`src/rtl/uart_rx_frame.sv`:
```
// uart_rx_frame: 8E1 UART receiver with 2-flop rx synchronizer; define UART_RX_PARITY_CHECK_EN to enable parity checking
module uart_rx_frame #(
    parameter int CLKS_PER_BIT = 5210,
    parameter int HALF_BIT     = CLKS_PER_BIT / 2
) (
    input  logic       clk,
    input  logic       rst,
    input  logic       rx,
    output logic [7:0] rx_data,
    output logic       rx_valid,
    output logic       parity_err,
    output logic       frame_err,
    output logic [2:0] rx_state
);
    localparam int CW = $clog2(CLKS_PER_BIT + 1);
    localparam logic [CW-1:0] BIT_LAST  = CW'(CLKS_PER_BIT - 1);
    localparam logic [CW-1:0] HALF_LAST = CW'(HALF_BIT - 1);

    typedef enum logic [2:0] {
        IDLE   = 3'd0,
        START  = 3'd1,
        DATA   = 3'd2,
        PARITY = 3'd3,
        STOP   = 3'd4,
        DONE   = 3'd5
    } state_t;

    state_t        state_q, state_d;
    logic          sync1_q, sync2_q, prev_q;
    logic [CW-1:0] cnt_q, cnt_d;
    logic [3:0]    bit_q, bit_d;
    logic [7:0]    shift_q, shift_d, data_q, data_d;
    logic          valid_q, valid_d, perr_q, perr_d, ferr_q, ferr_d;
    logic          tick, perr_calc;

    assign tick = cnt_q == BIT_LAST;

`ifdef UART_RX_PARITY_CHECK_EN
    logic par_q, par_d;
    assign par_d     = (state_q == PARITY && tick) ? sync2_q : par_q;
    assign perr_calc = par_q ^ (^shift_q);
    always_ff @(posedge clk) par_q <= rst ? 1'b0 : par_d;
`else
    assign perr_calc = 1'b0;
`endif

    always_comb begin
        state_d = state_q;
        cnt_d   = (state_q inside {START, DATA, PARITY, STOP}) ? cnt_q + 1'b1 : '0;
        bit_d   = bit_q;
        shift_d = shift_q;
        data_d  = data_q;
        valid_d = 1'b0;
        perr_d  = perr_q;
        ferr_d  = ferr_q;
        case (state_q)
            IDLE:    state_d = (prev_q && !sync2_q) ? START : IDLE;
            START: begin
                if (cnt_q == HALF_LAST) begin
                    cnt_d   = '0;
                    state_d = sync2_q ? IDLE : DATA;
                end
            end
            DATA: begin
                if (tick) begin
                    cnt_d   = '0;
                    shift_d = {sync2_q, shift_q[7:1]};
                    bit_d   = (bit_q == 4'd7) ? 4'd0 : bit_q + 4'd1;
                    state_d = (bit_q == 4'd7) ? PARITY : DATA;
                end
            end
            PARITY: begin
                if (tick) begin
                    cnt_d   = '0;
                    state_d = STOP;
                end
            end
            STOP: begin
                if (tick) begin
                    cnt_d   = '0;
                    state_d = DONE;
                    valid_d = 1'b1;
                    data_d  = shift_q;
                    perr_d  = perr_calc;
                    ferr_d  = !sync2_q;
                end
            end
            DONE:    state_d = IDLE;
            default: state_d = IDLE;
        endcase
    end

    always_ff @(posedge clk) begin
        if (rst) begin
            state_q <= IDLE;
            sync1_q <= 1'b1;
            sync2_q <= 1'b1;
            prev_q  <= 1'b1;
            cnt_q   <= '0;
            bit_q   <= '0;
            shift_q <= '0;
            data_q  <= '0;
            valid_q <= 1'b0;
            perr_q  <= 1'b0;
            ferr_q  <= 1'b0;
        end else begin
            state_q <= state_d;
            sync1_q <= rx;
            sync2_q <= sync1_q;
            prev_q  <= sync2_q;
            cnt_q   <= cnt_d;
            bit_q   <= bit_d;
            shift_q <= shift_d;
            data_q  <= data_d;
            valid_q <= valid_d;
            perr_q  <= perr_d;
            ferr_q  <= ferr_d;
        end
    end

    assign rx_data    = data_q;
    assign rx_valid   = valid_q;
    assign parity_err = perr_q;
    assign frame_err  = ferr_q;
    assign rx_state   = state_q;
endmodule

```
`config.mk`:
```
export PLATFORM = sky130hd
export DESIGN_NAME = uart_rx_frame
export DESIGN_NICKNAME = d
export VERILOG_FILES = /design/src/rtl/uart_rx_frame.sv
export SDC_FILE = /design/constraint.sdc
export NUM_CORES = 1
export LEC_CHECK = 0
export ABC_AREA = 1
export CAP_MARGIN = 20
export CORE_MARGIN = 5
export CORE_UTILIZATION = 45
export CTS_CLUSTER_SIZE = 25
export DETAILED_ROUTE_END_ITERATION = 7
export PLACE_DENSITY = 0.67
export SLEW_MARGIN = 20
export SYNTH_ARGS = -nofsm -noshare
export SYNTH_HDL_FRONTEND = slang
export SYNTH_SLANG_ARGS = --single-unit
export TNS_END_PERCENT = 1
```
`constraint.sdc`:
```
create_clock -name clk -period 1.7 [get_ports clk]
set_input_delay 0.17 -clock clk [delete_from_list [all_inputs] [get_ports clk]]
set_output_delay 0.17 -clock clk [all_outputs]
set_load 0.01 [all_outputs]
```
# ---- Word level (Yosys, flattened, before mapping)
# Cells that the tools add are included.
dict set report word_totals {
  ff_bits 41
  inputBits 3
  output_inout_bits 14
  elab_cells 47
}
dict set report op_classes {
  n_mux 14
  n_reduce_logical 9
  n_eq_ne 11
  bitwise_logic 1
  n_addsub 2
}
# operator n
set op_table {}
lappend op_table {{$mux 13} 3}
lappend op_table {{$pmux 13 s2} 1}
lappend op_table {{$pmux 3 s5} 1}
lappend op_table {{$add 13x1->13 const B} 1}
lappend op_table {{$eq 13x12->1 const B} 1}
lappend op_table {{$eq 13x13->1 const B} 1}
lappend op_table {{$mux 3} 4}
lappend op_table {{$eq 3x2->1 const B} 2}
lappend op_table {{$ne 2x2->1 const B} 3}
lappend op_table {{$add 4x1->4 const B} 1}
lappend op_table {{$eq 4x3->1 const B} 1}
lappend op_table {{$mux 4} 1}
lappend op_table {{$reduce_and 2->1} 2}
lappend op_table {{$reduce_and 4->1} 1}
lappend op_table {{$reduce_bool 4->1} 1}
lappend op_table {{$eq 3x1->1 const B} 1}
lappend op_table {{$eq 3x3->1 const B} 1}
lappend op_table {{$logic_not 3->1} 1}
lappend op_table {{$mux 1} 3}
lappend op_table {{$reduce_or 3->1} 1}
lappend op_table {{$mux 2} 1}
lappend op_table {{$ne 2x1->1 const B} 1}
lappend op_table {{$reduce_or 2->1} 1}
lappend op_table {{$logic_and 1x1->1} 1}
lappend op_table {{2 further kinds} 2}

# ---- Depth between registers and ports, before layout
dict set report depth {
  ltp_word 5
  depth_mapped 10
  depth_no_buf 9
}

# ---- Worst setup path before layout
# Ideal clock, no wire load.
dict set report synth_path {
  path_kind {register to register}
  startpoint {register cnt_q[1]}
  endpoint {register cnt_q[10]}
  slack_ps 295
  synth_period_minus_slack_ps 1405
  t_arrival_ps 1291
  stages_incl_launch_ff 11
  setup_ps 114
  cell_sequence {dfxtp_1 > inv_1 > ha_1 > nand2_1 > nor2_2 > nand3_4 > nand2_4 > nand2_4 > nand2_4 > buf_6 > nor2_1}
}
dict set report synth_between {
  elab_chain_cells 4
  elab_cells_between_ends 7
}
# element line_no
set synth_lines {}
lappend synth_lines {{start: declaration} 30} ;# logic [CW-1:0] cnt_q, cnt_d;
lappend synth_lines {{start signal: assignment} 111} ;# cnt_q <= cnt_d;
lappend synth_lines {{$add 13x1->13} 49} ;# cnt_d = (state_q inside {START, DATA, PARITY, STOP}) ? cnt_q + 1'b1 : '0;
lappend synth_lines {{$mux 13} 49}
lappend synth_lines {{$mux 13 (on tied branches)} -}
lappend synth_lines {{$pmux 13 s2 *} 56} ;# case (state_q)
# Mark *: on every way between the ends. The rest lies on a longest branch, timed or not.
# A chain may end at the register's enable or synchronous reset.

# ---- Final worst setup path
dict set report layout_path {
  startpoint {register cnt_q[1]}
  endpoint {register data_q[5], in the netlist rx_data[5]}
}
dict set report layout_between {
  elab_chain_cells 2
}
# element line_no
set layout_lines {}
lappend layout_lines {{$eq 13x13->1} 36} ;# assign tick = cnt_q == BIT_LAST;
lappend layout_lines {{$reduce_and 2->1 (no source line)} -}
lappend layout_lines {{end signal: assignment} 114} ;# data_q <= data_d;
lappend layout_lines {{end: declaration} 32} ;# logic [7:0] shift_q, shift_d, data_q, data_d;
# Every way passes these cells.

==> out/results.tsv <==
metric	value	unit
antenna_found_initial	0	
seqCellArea	822.0	um^2
crit_chain	inv_2, ha_2, nand2_1, nor2_4, nand3_4, nor2_8, buf_4, o21ai_0, nor2_1	
status	complete, no violations	
vias	1630	
core_area	4294	um^2
synth_area	1962	um^2
drive_gt1_share	13.33	%
dr.pass1.iters	4	
antenna_cells	0	
routed_wirelength	4014	um
grt.total_usage	14.67	%
viasPerCell	4.837	
grt_pass1_wl	7148	um
avgRoutedWirePerCell	11.91	um
cp_max_fo	6	
drtIter0Drc	86	
ant_nets	0	
fmax	0.6400	GHz
clk_latency	0.29	ns
ys_types	31	
syn-mean-instance-area	7.431	um^2
finalHoldViolCount	0	
slowest_stage	dfxtp_1	
rows	24	
fin_nets	292	
leakagePower	0.9685	nW
clk_pin_slew	0.08	ns
clk_path_buf_depth	2	
crit_path_start_kind	flip-flop	
hpwl	2794	um
setup_viol	0	
cts_tree	yes	
start_util	45.69	%
syn_nets	271	
grt_pass1_vias	1487	
clock_sinks	41	
multi_input_area	1005	um^2
cts-root-buf	clkbuf_8	
cp.required	1.93	ns
drc	0	
io_buffers	15	
final_util	52.88	%
h-tree-depth	2	
setup_tns	0	ns
criticalPathCategory	reg2reg	
syn_inst	264	
hp-class	reg2reg	
gp_congestion	0.9059	
ys_ff_latch	41	
io_pins	17	
synthToLayoutAreaGrowth	15.75	%
end_kind	flip-flop	
die_area	5781	um^2
num-fill-cells	416	
cts_hold_buf	0	
ys_seq_area_share	41.84	%
die_width	76.03	um
cpPeakStageDelay	0.32	ns
grt_max_degree	22	
die_y	76.03	um
peakVddDrop	0.0007899	V
cellPowerDensity	923.9	nW/um^2
grt.overflow.total	0	
fin_crit	1.563	ns
drv_slew	0	
finalCritPeriodShare	91.91	%
numCtsBuffers	5	
maxCapViolations	0	
arrival	1.79	ns
ys.warnings.count	0	
skew	0.01046	ns
==> cells by family after synthesis <==
kind of cell	share of synthesized area, %
buffers and inverters	7.334
DFF	41.84
adders and majority gates	2.551
xor gates and xnor gates	4.018
and+or+nand+nor	35.46
other	0.1911
AOI/OAI and AO/OA	8.610
==> worst paths after layout <==
check                            end  depth (start not counted)  slack [ns]                 from
max          rx_data[5]$_SDFFE_PP0P_                          9        0.14  cnt_q[1]$_SDFF_PP0_
min               sync2_q$_SDFF_PP1_                          1        0.42   sync1_q$_SDFF_PP1_
min reg2reg       sync2_q$_SDFF_PP1_                          1        0.42   sync1_q$_SDFF_PP1_
max reg2reg  rx_data[5]$_SDFFE_PP0P_                          9        0.14  cnt_q[1]$_SDFF_PP0_
==> critical path, delay by kind of cell (launching register included) <==
kind	cells	cell delay [ns]
and+or+nand+nor	5	0.66
DFF	1	0.32
adders and majority gates	1	0.19
buffers and inverters	2	0.23
AOI/OAI and AO/OA	1	0.08
==> synth_stat cells <==
master,instances,share of area [%]
nand4_1,2,0.64
nor2_2,3,0.96
a21oi_1,6,1.5
a31oi_4,1,1.1
nand2_2,2,0.64
o21ai_1,1,0.25
nor3_2,1,0.51
xor2_1,8,3.6
nand2_4,4,2.3
buf_6,2,1.1
dfxtp_1,41,42
nand3_4,1,0.89
nand3b_1,1,0.38
ha_1,4,2.6
nor2_8,1,1.0
clkbuf_1,2,0.38
o21ai_0,21,5.4
conb_1,1,0.19
nand2_1,37,7.1
inv_2,4,0.77
nand3_2,2,1.0
nor2_1,66,13
buf_4,1,0.38
inv_1,23,4.4
nor3_1,5,1.3
o21bai_1,1,0.38
buf_2,1,0.25
or2_2,2,0.64
xnor2_1,1,0.45
nor2_4,2,1.1
nand3_1,17,4.3
==> metrics by stage <==
stage                     total power, W  setup WS [ns]  cells  hold WS (ns)  cell area (um^2)
after CTS                       0.002116         0.1036    335        0.4161              2247
after global placement          0.001462         0.2192    328        0.3918              2157
final                           0.002098         0.1375    337        0.4155              2271
after global routing            0.002228      -0.008394    337        0.4261              2271
after detailed placement        0.001461         0.1353    328        0.3964              2157
after floorplan                 0.001368         0.2947    264        0.2738              1962
==> cell usage in the layout (no fill, tap or decap), drive strengths merged <==
cell	netlist	layout
nor2	72	72
nand2	43	43
dfxtp	41	41
inv	27	27
o21ai	22	22
nand3	20	20
clkdlybuf4s50	0	15
xor2	8	8
a21oi	6	6
clkbuf	2	6
nor3	6	6
buf	4	5
ha	4	4
nand4	2	2
or2	2	2
xnor2	1	1
a31oi	1	1
o21bai	1	1
nand3b	1	1
conb	1	1
clkinvlp	0	1
==> layer usage <==
layer  global-route usage [%]  share of wire [%]
met5                        0                  0
met4                    4.804                1.4
met3                    3.664                3.4
met2                    20.03                 41
met1                    22.14                 54
==> where the power goes <==
part	switching, W	internal [W]	leakage (nW)	total, W
combinational	0.000265	0.000162	0.594	0.000427
sequential	0.0000390	0.000988	0.331	0.00103
clock	0.000324	0.000321	0.0433	0.000645
total	0.000628	0.00147	0.968	0.00210
==> repair_timing <==
action	4_1_cts	5_1_grt
buffers inserted	0	2
setup endpoints to repair	0	15
resized for setup	0	6
==> area by class of cell <==
| type | instances | area share (%) |
|---|---|---|
| Clock buffer | 6 | 3.636 |
| Clock inverter | 1 | 0.3306 |
| Inverter | 27 | 4.463 |
| Multi-Input combinational cell | 190 | 44.24 |
| Sequential cell | 41 | 36.20 |
| Tap cell | 52 | 2.865 |
| Timing Repair Buffer | 20 | 8.264 |
==> registers in the layout, summed over array words and instances (netlist names) <==
name	count
rx_data	8
sync1_q	1
cnt_q	13
rx_state	3
shift_q	8
prev_q	1
frame_err	1
bit_q	4
sync2_q	1
rx_valid	1
Power figures use the tool's default switching activity.
